==> config.mk <==
export PLATFORM = sky130hd
export DESIGN_NAME = key_tone_arbiter
export DESIGN_NICKNAME = d
export VERILOG_FILES = /design/src/rtl/piano_pkg.sv /design/src/rtl/key_debounce.sv /design/src/rtl/key_tone_arbiter.sv
export SDC_FILE = /design/constraint.sdc
export NUM_CORES = 1
export LEC_CHECK = 0
export ABC_AREA = 1
export CORE_ASPECT_RATIO = 1.4
export CORE_MARGIN = 2
export CORE_UTILIZATION = 64
export DETAILED_ROUTE_END_ITERATION = 7
export GPL_TIMING_DRIVEN = 0
export MAX_ROUTING_LAYER = met4
export PLACE_DENSITY = 0.86
export SLEW_MARGIN = 40
export SYNTH_ARGS = -nofsm -noshare
export SYNTH_HDL_FRONTEND = slang
export SYNTH_HIERARCHICAL = 1
export SYNTH_SLANG_ARGS = --single-unit
==> constraint.sdc <==
create_clock -name CLK -period 3.5 [get_ports CLK]
set_clock_uncertainty 0.1 [all_clocks]
set_input_delay 0.35 -clock CLK [delete_from_list [all_inputs] [get_ports CLK]]
set_output_delay 0.35 -clock CLK [all_outputs]
set_load 0.005 [all_outputs]
==> src/rtl/piano_pkg.sv <==
// Shared constants, note table and helpers for the piano key front end.
// NOTE_HALF[k] is the half-period count (minus one) for note k, C4..D#5.
package piano_pkg;

    localparam int unsigned NUM_KEYS = 16;
    localparam int unsigned KEY_W    = $clog2(NUM_KEYS);
    localparam int unsigned FREQ_W   = 18;
    localparam int unsigned CLK_HZ   = 100_000_000;

    localparam logic [FREQ_W-1:0] NOTE_HALF [NUM_KEYS] = '{
        18'd191112, 18'd180385, 18'd170261, 18'd160705,
        18'd151685, 18'd143172, 18'd135136, 18'd127552,
        18'd120393, 18'd113635, 18'd107257, 18'd101237,
        18'd95555,  18'd90192,  18'd85130,  18'd80352
    };

    typedef enum logic [1:0] {IDLE, PLAY, GAP} arb_state_t;

    function automatic logic [KEY_W-1:0] highestIndex(input logic [NUM_KEYS-1:0] v);
        highestIndex = '0;
        for (int unsigned i = 0; i < NUM_KEYS; i++) begin
            if (v[i]) highestIndex = KEY_W'(i);
        end
    endfunction

    function automatic logic [NUM_KEYS-1:0] oneHot(input logic [KEY_W-1:0] k);
        oneHot    = '0;
        oneHot[k] = 1'b1;
    endfunction

endpackage

==> src/rtl/key_debounce.sv <==
// Two-flop synchroniser plus tick-sampled debounce for a vector of key switches.
// A bit follows the input only when two consecutive tick samples agree.
module key_debounce
    import piano_pkg::*;
#(
    parameter int unsigned DEBOUNCE_CYCLES = CLK_HZ / 100,
    parameter int unsigned WIDTH           = NUM_KEYS
) (
    input  logic             CLK,
    input  logic             RSTN,
    input  logic [WIDTH-1:0] keys,
    output logic [WIDTH-1:0] debounced,
    output logic [WIDTH-1:0] pressEdge,
    output logic [WIDTH-1:0] releaseEdge
);

    localparam int unsigned CNT_W = (DEBOUNCE_CYCLES > 1) ? $clog2(DEBOUNCE_CYCLES) : 1;
    localparam logic [CNT_W-1:0] CNT_LAST = CNT_W'(DEBOUNCE_CYCLES - 1);

    logic [WIDTH-1:0] syncA;
    logic [WIDTH-1:0] syncB;
    logic [WIDTH-1:0] lastSample;
    logic [WIDTH-1:0] agree;
    logic [WIDTH-1:0] nextDeb;
    logic [CNT_W-1:0] sampleCnt;
    logic             tick;

    assign tick = (sampleCnt == CNT_LAST);

    always_comb begin
        agree   = ~(syncB ^ lastSample);
        nextDeb = (syncB & agree) | (debounced & ~agree);
    end

    always_ff @(posedge CLK) begin
        if (!RSTN) begin
            syncA       <= '0;
            syncB       <= '0;
            lastSample  <= '0;
            sampleCnt   <= '0;
            debounced   <= '0;
            pressEdge   <= '0;
            releaseEdge <= '0;
        end else begin
            syncA     <= keys;
            syncB     <= syncA;
            sampleCnt <= tick ? '0 : sampleCnt + 1'b1;
            if (tick) begin
                lastSample  <= syncB;
                debounced   <= nextDeb;
                pressEdge   <= nextDeb & ~debounced;
                releaseEdge <= ~nextDeb & debounced;
            end else begin
                pressEdge   <= '0;
                releaseEdge <= '0;
            end
        end
    end

endmodule

==> src/rtl/key_tone_arbiter.sv <==
// Monophonic last-press-wins key arbiter driving the square-wave tone generator,
// with a muted gap between different notes so each change is articulated.
module key_tone_arbiter
    import piano_pkg::*;
#(
    parameter int unsigned DEBOUNCE_CYCLES = CLK_HZ / 100,
    parameter int unsigned GAP_CYCLES      = CLK_HZ / 200
) (
    input  logic                CLK,
    input  logic                RSTN,
    input  logic [NUM_KEYS-1:0] keys,
    output logic [NUM_KEYS-1:0] tone_gate,
    output logic [FREQ_W-1:0]   freq_val,
    output logic [KEY_W-1:0]    active_key,
    output logic                note_start
);

    localparam int unsigned GAP_W = (GAP_CYCLES > 1) ? $clog2(GAP_CYCLES) : 1;
    localparam logic [GAP_W-1:0] GAP_LAST = GAP_W'(GAP_CYCLES - 1);

    logic [NUM_KEYS-1:0] debounced;
    logic [NUM_KEYS-1:0] pressEdge;
    logic [NUM_KEYS-1:0] releaseEdge;
    logic [KEY_W-1:0]    target;
    logic [KEY_W-1:0]    nextTarget;
    logic [GAP_W-1:0]    gapCnt;
    arb_state_t          state;

    key_debounce #(
        .DEBOUNCE_CYCLES(DEBOUNCE_CYCLES),
        .WIDTH          (NUM_KEYS)
    ) u_debounce (
        .CLK        (CLK),
        .RSTN       (RSTN),
        .keys       (keys),
        .debounced  (debounced),
        .pressEdge  (pressEdge),
        .releaseEdge(releaseEdge)
    );

    // A fresh press always outranks the fallback caused by releasing the target.
    always_comb begin
        nextTarget = target;
        if (|pressEdge) begin
            nextTarget = highestIndex(pressEdge);
        end else if (releaseEdge[target] && (|debounced)) begin
            nextTarget = highestIndex(debounced);
        end
    end

    always_ff @(posedge CLK) begin
        if (!RSTN) begin
            state      <= IDLE;
            target     <= '0;
            gapCnt     <= '0;
            tone_gate  <= '0;
            freq_val   <= '0;
            active_key <= '0;
            note_start <= 1'b0;
        end else begin
            target     <= nextTarget;
            note_start <= 1'b0;
            unique case (state)
                IDLE: begin
                    if (|pressEdge) begin
                        state      <= PLAY;
                        tone_gate  <= oneHot(nextTarget);
                        freq_val   <= NOTE_HALF[nextTarget];
                        active_key <= nextTarget;
                        note_start <= 1'b1;
                    end
                end
                PLAY: begin
                    if (!(|debounced)) begin
                        state     <= IDLE;
                        tone_gate <= '0;
                    end else if (nextTarget != target) begin
                        state     <= GAP;
                        tone_gate <= '0;
                        gapCnt    <= GAP_LAST;
                    end
                end
                GAP: begin
                    // Releasing everything takes priority over the gap expiring.
                    if (!(|debounced)) begin
                        state <= IDLE;
                    end else if (gapCnt == '0) begin
                        state      <= PLAY;
                        tone_gate  <= oneHot(nextTarget);
                        freq_val   <= NOTE_HALF[nextTarget];
                        active_key <= nextTarget;
                        note_start <= 1'b1;
                    end else begin
                        gapCnt <= gapCnt - 1'b1;
                    end
                end
                default: state <= IDLE;
            endcase
        end
    end

endmodule

==> flow_summary.yaml, run 1 <==
status:
  outcome: "complete, no violations"
yosys:
  synthMuxAreaShare_pct: 0
  syn_area_mm2: 0.00856
  synthAdderAreaFrac_pct: 1.17
  syn_inst: 1217
  synth_top_area_share_pct: 42.1
  synth_area_per_cell_um2: 7.03
  ys_seq_area_share_pct: 42.1
  synth-simple-area-share_pct: 37.4
  synth.ff_latch_count: 180
  synth_top_family_by_area: "simple AND/OR/NAND/NOR gates"
  synth_edf_count: 0
  syn_nets: 1243
  yosysWarnings: 6
  async_flop_share_pct: 0
  synth_top_area_cell: "dfxtp_1"
  ys_types: 42
  synth_compound_area_share_pct: 7.56
  synth_common_cells: "297 x nand2_1, 180 x dfxtp_1, 163 x nor2_1"
  synth_xor_area_share_pct: 1.64
  synth.most_common_cell: "nand2_1"
  synth_area_leaders: "dfxtp_1 42%, nand2_1 13%, nand3_1 7.7%, nor2_1 7.2%, inv_1 6.1%"
  yosys_most_used_dff: "dfxtp_1"
critical_path:
  cp_max_fo: 8
  r2r-start: "u_debounce/debounced[11]"
  crit_chain: "nor2_1 -> nand2_1 -> nor2_1 -> nand2_2 -> nand2_2 -> nor2_1 -> nand2_1 -> nand2_1 -> nand2_1 -> inv_1 -> ha_1 -> inv_1 -> nand2_1 -> nand2_1 -> nand2_1 -> o221ai_1 -> a21oi_1"
  r2r_cells: 17
  crit_type: "flip-flop to flip-flop"
  cp_slowest_cell: "dfxtp_1"
  regToRegSetupSlack_ps: 480
  end_kind: "flip-flop"
  crit_family: "simple AND/OR/NAND/NOR gates"
  worstSetupEndpoint: "freq_val[11]"
  max_stage_delay_ps: 370
  cp_num_buf_inv: 2
  critPathLaunch: "u_debounce/debounced[11]"
  cp_common_cell: "nand2_1"
  timing.rr.end: "freq_val[11]"
  start_kind: "flip-flop"
  crit_cells: 17
  required_ps: 3690
  cp.arrival_ps: 3210
sta:
  setup_ws_ps: 477
  setup_violations: 0
  rsz0062_at_grt: "no"
  slew_headroom_pct: 58.1
  finalMaxSlewViolations: 0
  worstMarginPinSlew_ps: 627
  period_needed_ps: 3020
  post-route-period-util_pct: 86.4
  fmax_ghz: 0.331
  hold_viol: 0
  tns_ps: 0
clocking:
  clockBufferDepth: 2
  cts_buffers: 17
  ctsResizeCount: 0
  post_cts.repair.setup_buffers: 0
  htreeDepth: 4
  clk_latency_ps: 420
  cts_num_sinks: 180
  clkSlewWorstSetupHoldPaths_ps: 70
  cts_tree: "done"
  cts_hold_buf: 0
  root_buffer: "clkbuf_16"
pwr:
  p_int_uw: 3040
  pwr-share-seq_pct: 52.2
  clkPwrFrac_pct: 45.4
  total_power_uw: 3980
  peakVddDrop_mv: 0.361
  power.leakage_uw: 0.00446
  switching_share_pct: 23.4
  power_switching_uw: 931
  powerDensity_mw_per_mm2: 402
  combPwrFrac_pct: 2.4
grt:
  grt_pass1_vias: 7554
  grt_pass1_wl_mm: 33.1
  grt_max_degree: 19
  grt_busiest_layer: "met2"
  gr-total-overflow: 0
  met1_usage_pct: 30.9
  grt_util_met3_pct: 4.61
  grt_use_met2_pct: 52.8
  antenna_found_initial: 0
  track_usage_pct: 29.3
floorplan:
  initial_core_util_pct: 64.8
  ios: 57
  die_area_mm2: 0.0143
  die_w_um: 102
  die_h_um: 141
  rows: 50
  core_region_area_mm2: 0.0132
place:
  pre_cts_ws_ps: 585
  gp_congestion: 0.912
  io_buffers: 56
  dp_hpwl_mm: 14.5
job:
  maxCapViolations: 0
routing:
  wl_per_cell_um: 13.1
  drtPass1Iterations: 8
  drt_first_iter_violations: 382
  vias_per_cell: 5.37
  drcViolationCount: 0
  antenna_left: 0
  routed_wl_mm: 19.4
  vias: 7981
layout:
  num_antenna_cells: 0
  num-fill-cells: 1052
  regArea_mm2: 0.00360
  drive_gt1_share_pct: 9.66
  nets: 1318
  multi_input_area_mm2: 0.00409
  area_growth_pct: 15.7
min_path:
  hp-class: "flip-flop to flip-flop"
-- layout by cell type, fill, tap and decap left out, types with 12 or more instances in the layout --
cell type          n
nand2_1          297
dfxtp_1          180
nor2_1           163
inv_1            139
nand3_1          132
a21oi_1           81
clkdlybuf4s50_1   56
nand4_1           33
o21ai_0           18
clkbuf_1          17
clkbuf_16         17
buf_2             14
nor2_2            12
-- worst min-delay path by stage --
stage | start | endpoint | slack (ps) | cells past startpoint
2_1_floorplan | u_debounce/syncA[0] | u_debounce/syncB[0] | 290 | 2
3_5_place_dp | u_debounce/syncA[8] | u_debounce/syncB[8] | 300 | 2
6_report | u_debounce/syncA[8] | u_debounce/syncB[8] | 310 | 2
3_3_place_gp | u_debounce/syncA[5] | u_debounce/syncB[5] | 290 | 2
5_1_grt | u_debounce/syncA[13] | u_debounce/syncB[13] | 330 | 2
4_1_cts | u_debounce/syncA[8] | u_debounce/syncB[8] | 310 | 2
-- power by group through the flow --
stage	sequential (uW)	combinational (uW)	clock, uW
6_report	2080	95.4	1800
5_1_grt	2080	108	1910
4_1_cts	2080	95.5	1830
3_5_place_dp	2120	95.1	0
3_3_place_gp	2120	91.5	0
2_1_floorplan	2120	55.9	0
-- stage by stage --
stage                     util [%]  cell area (um^2)  instances  hold slack, ps
after floorplan                  -              8560       1217             290
after global placement        70.8              9340       1455             292
after detailed placement      70.8              9340       1455             297
after CTS                     75.0              9900       1487             314
after global routing          75.0              9900       1487             332
final                         75.0              9900       1487             313
-- sequential cells by signal, summed over array words and instances (netlist names) --
signal,cells
target,4
note_start,1
state,2
gapCnt,19
active_key,4
u_debounce/lastSample,16
u_debounce/pressEdge,16
tone_gate,16
u_debounce/sampleCnt,20
u_debounce/debounced,16
u_debounce/syncA,16
u_debounce/syncB,16
freq_val,18
u_debounce/releaseEdge,16
-- area by class of cell --
| class | count | share of cell area (%) |
|---|---|---|
| buffer | 49 | 3.06 |
| timing repair buffer | 56 | 5.66 |
| clock buffer | 17 | 4.30 |
| sequential | 180 | 36.4 |
| clock inverter | 15 | 1.34 |
| inverter | 148 | 5.66 |
| tap | 182 | 2.30 |
| multi-input combinational | 840 | 41.3 |
-- logic make-up (layout without fill, tap and decap cells) --
family	after synthesis	after routing
AND/OR/NAND/NOR	697	697
buffers and inverters	197	285
flip-flops	180	180
AO/OA/AOI/OAI	119	119
XOR/XNOR	16	16
adder cells (fa/ha/maj)	8	8
-- tightest hold or removal path: stages (launching register included) --
cell	delay, ps
dfxtp_1	310
nand2_1	40
inv_1	40
-- layer usage --
layer  share of wire, %  vias up
li1                   -     4043
met1                 39     3576
met2                 53      295
met3                4.6       67
met4                3.5        0
met5                  0        -
No activity file was read; power rests on OpenSTA's default activity.
==> run 2, diff against run 1 <==
--- a/config.mk
+++ b/config.mk
@@ -6,13 +6,16 @@
 export NUM_CORES = 1
 export LEC_CHECK = 0
 export ABC_AREA = 1
+export ABC_CLOCK_PERIOD_IN_PS = 3500
 export CORE_ASPECT_RATIO = 1.4
 export CORE_MARGIN = 2
-export CORE_UTILIZATION = 64
+export CORE_UTILIZATION = 66
+export CTS_BUF_LIST = sky130_fd_sc_hd__clkbuf_8
 export DETAILED_ROUTE_END_ITERATION = 7
 export GPL_TIMING_DRIVEN = 0
 export MAX_ROUTING_LAYER = met4
-export PLACE_DENSITY = 0.86
+export PLACE_DENSITY = 0.89
+export SETUP_SLACK_MARGIN = 0.3
 export SLEW_MARGIN = 40
 export SYNTH_ARGS = -nofsm -noshare
 export SYNTH_HDL_FRONTEND = slang
==> flow_summary.yaml, run 2 (synthesis gave the netlist of run 1 again) <==
grt:
  met1_usage_pct: 31.9
  grt_busiest_layer: "met2"
  grt_max_degree: 17
  grt_pass1_wl_mm: 33.2
  track_usage_pct: 29.8
  grt_use_met2_pct: 53.5
  gr-total-overflow: 0
  antenna_found_initial: 0
  grt_pass1_vias: 7536
  grt_util_met3_pct: 4.94
critical_path:
  cp_max_fo: 8
  regToRegSetupSlack_ps: 580
  r2r-start: "target[1]"
  cp.arrival_ps: 3140
  start_kind: "flip-flop"
  required_ps: 3720
  r2r_cells: 18
  timing.rr.end: "freq_val[11]"
  end_kind: "flip-flop"
  crit_type: "flip-flop to flip-flop"
sta:
  period_needed_ps: 2920
  hold_viol: 0
  worstMarginPinSlew_ps: 609
  setup_violations: 0
  tns_ps: 0
  finalMaxSlewViolations: 0
  slew_headroom_pct: 59.4
  fmax_ghz: 0.343
  rsz0062_at_grt: "no"
  post-route-period-util_pct: 83.4
clocking:
  root_buffer: "clkbuf_8"
  cts_buffers: 17
  cts_num_sinks: 180
  htreeDepth: 4
  post_cts.repair.setup_buffers: 0
  ctsResizeCount: 0
  clkSlewWorstSetupHoldPaths_ps: 100
  clockBufferDepth: 2
  cts_tree: "done"
  cts_hold_buf: 0
  clk_latency_ps: 450
layout:
  final_common_cell: "nand2_1"
  top_register: "u_debounce/sampleCnt"
  largest_reg_flops: 20
  num_antenna_cells: 0
  utilization_pct: 76.0
  reg_top3: "u_debounce/sampleCnt: 20 flops, gapCnt: 19 flops, freq_val: 18 flops"
  nets: 1318
  area_growth_pct: 13.3
  layout_common_cells: "297 x nand2_1, 180 x dfxtp_1, 162 x nor2_1"
  drive_gt1_share_pct: 9.66
  final_cell_count_no_fill: 1457
routing:
  vias: 8025
  antenna_left: 0
  drtPass1Iterations: 5
  routed_wl_mm: 19.5
  vias_per_cell: 5.51
  wl_per_cell_um: 13.4
  drcViolationCount: 0
  drt_first_iter_violations: 485
min_path:
  whs_path_depth: 2
  holdPathEnd: "u_debounce/syncB[12]"
  hp-class: "flip-flop to flip-flop"
  min_from: "u_debounce/syncA[12]"
floorplan:
  ios: 57
  initial_core_util_pct: 67.1
  die_area_mm2: 0.0139
  core_region_area_mm2: 0.0128
  die_w_um: 100
  rows: 49
  die_h_um: 139
place:
  gp_congestion: 0.935
  placedCellCount: 1426
  io_buffers: 56
  dp_hpwl_mm: 14.6
pwr:
  pwr-share-seq_pct: 58.5
  switching_share_pct: 22.3
  peakVddDrop_mv: 0.301
  p_int_uw: 2750
  power.leakage_uw: 0.00439
  total_power_uw: 3540
  combPwrFrac_pct: 2.7
  clkPwrFrac_pct: 38.8
  powerDensity_mw_per_mm2: 366
  power_switching_uw: 792
status:
  outcome: "complete, no violations"
job:
  maxCapViolations: 0
==> run 2: changes by cell type in the layout (fill, tap and decap cells not counted), sizes merged <==
cell | previous run | this run
inv | 155 | 149
clkinvlp | 1 | 0
clkbuf | 34 | 35
bufinv | 0 | 2
clkinv | 7 | 10
==> run 2: worst max-delay path: stages, from the launching register on <==
cell      delay (ps)
dfxtp_1          500
inv_2            130
nand3_1          110
nand2_1           60
nand2_1           60
nand3_1           90
nand2_2          120
nand2_2           90
a21oi_1          130
nand2_1           80
nand2_1          230
inv_2            150
ha_1             240
inv_1            160
nand2_1          130
nand2_1           80
nand2_1           70
o221ai_1         170
a21oi_1           90
==> run 2: routing by layer <==
metal | vias to the layer above | part of all wire, %
met5 | - | 0
met4 | 0 | 3.3
met3 | 59 | 4.9
met2 | 303 | 53
met1 | 3633 | 38
li1 | 4030 | -
==> run 2: worst max-delay path by stage <==
| stage | startpoint | to | cells past startpoint |
|---|---|---|---|
| after floorplan | target[0] | freq_val[11] | 20 |
| after global placement | target[1] | freq_val[11] | 18 |
| after detailed placement | target[1] | freq_val[11] | 18 |
| after CTS | u_debounce/debounced[2] | tone_gate[12] | 25 |
| after global routing | u_debounce/debounced[2] | tone_gate[14] | 25 |
| final | target[1] | freq_val[11] | 18 |
==> run 2: final cells by class <==
type                            count  area [um^2]
Multi-Input combinational cell    840         4090
Sequential cell                   180         3600
Fill cell                        1000         3060
Timing Repair Buffer               56          561
Inverter                          148          561
Buffer                             49          303
Clock buffer                       18          248
Tap cell                          153          191
Clock inverter                     13          133
==> run 2: through the flow <==
stage	worst slack (ps)	hold WS (ps)	area [um^2]
finish	580	315	9690
global route	309	332	9690
CTS	546	316	9690
floorplan	1170	290	8560
global placement	655	295	9310
detailed placement	620	301	9310
==> run 2: power by group through the flow <==
stage	sequential (uW)	clock (uW)	combinational, uW
detailed placement	2120	0	95.3
global route	2080	1470	106
finish	2080	1370	95.2
floorplan	2120	0	55.9
CTS	2080	1390	95.4
global placement	2120	0	92.6
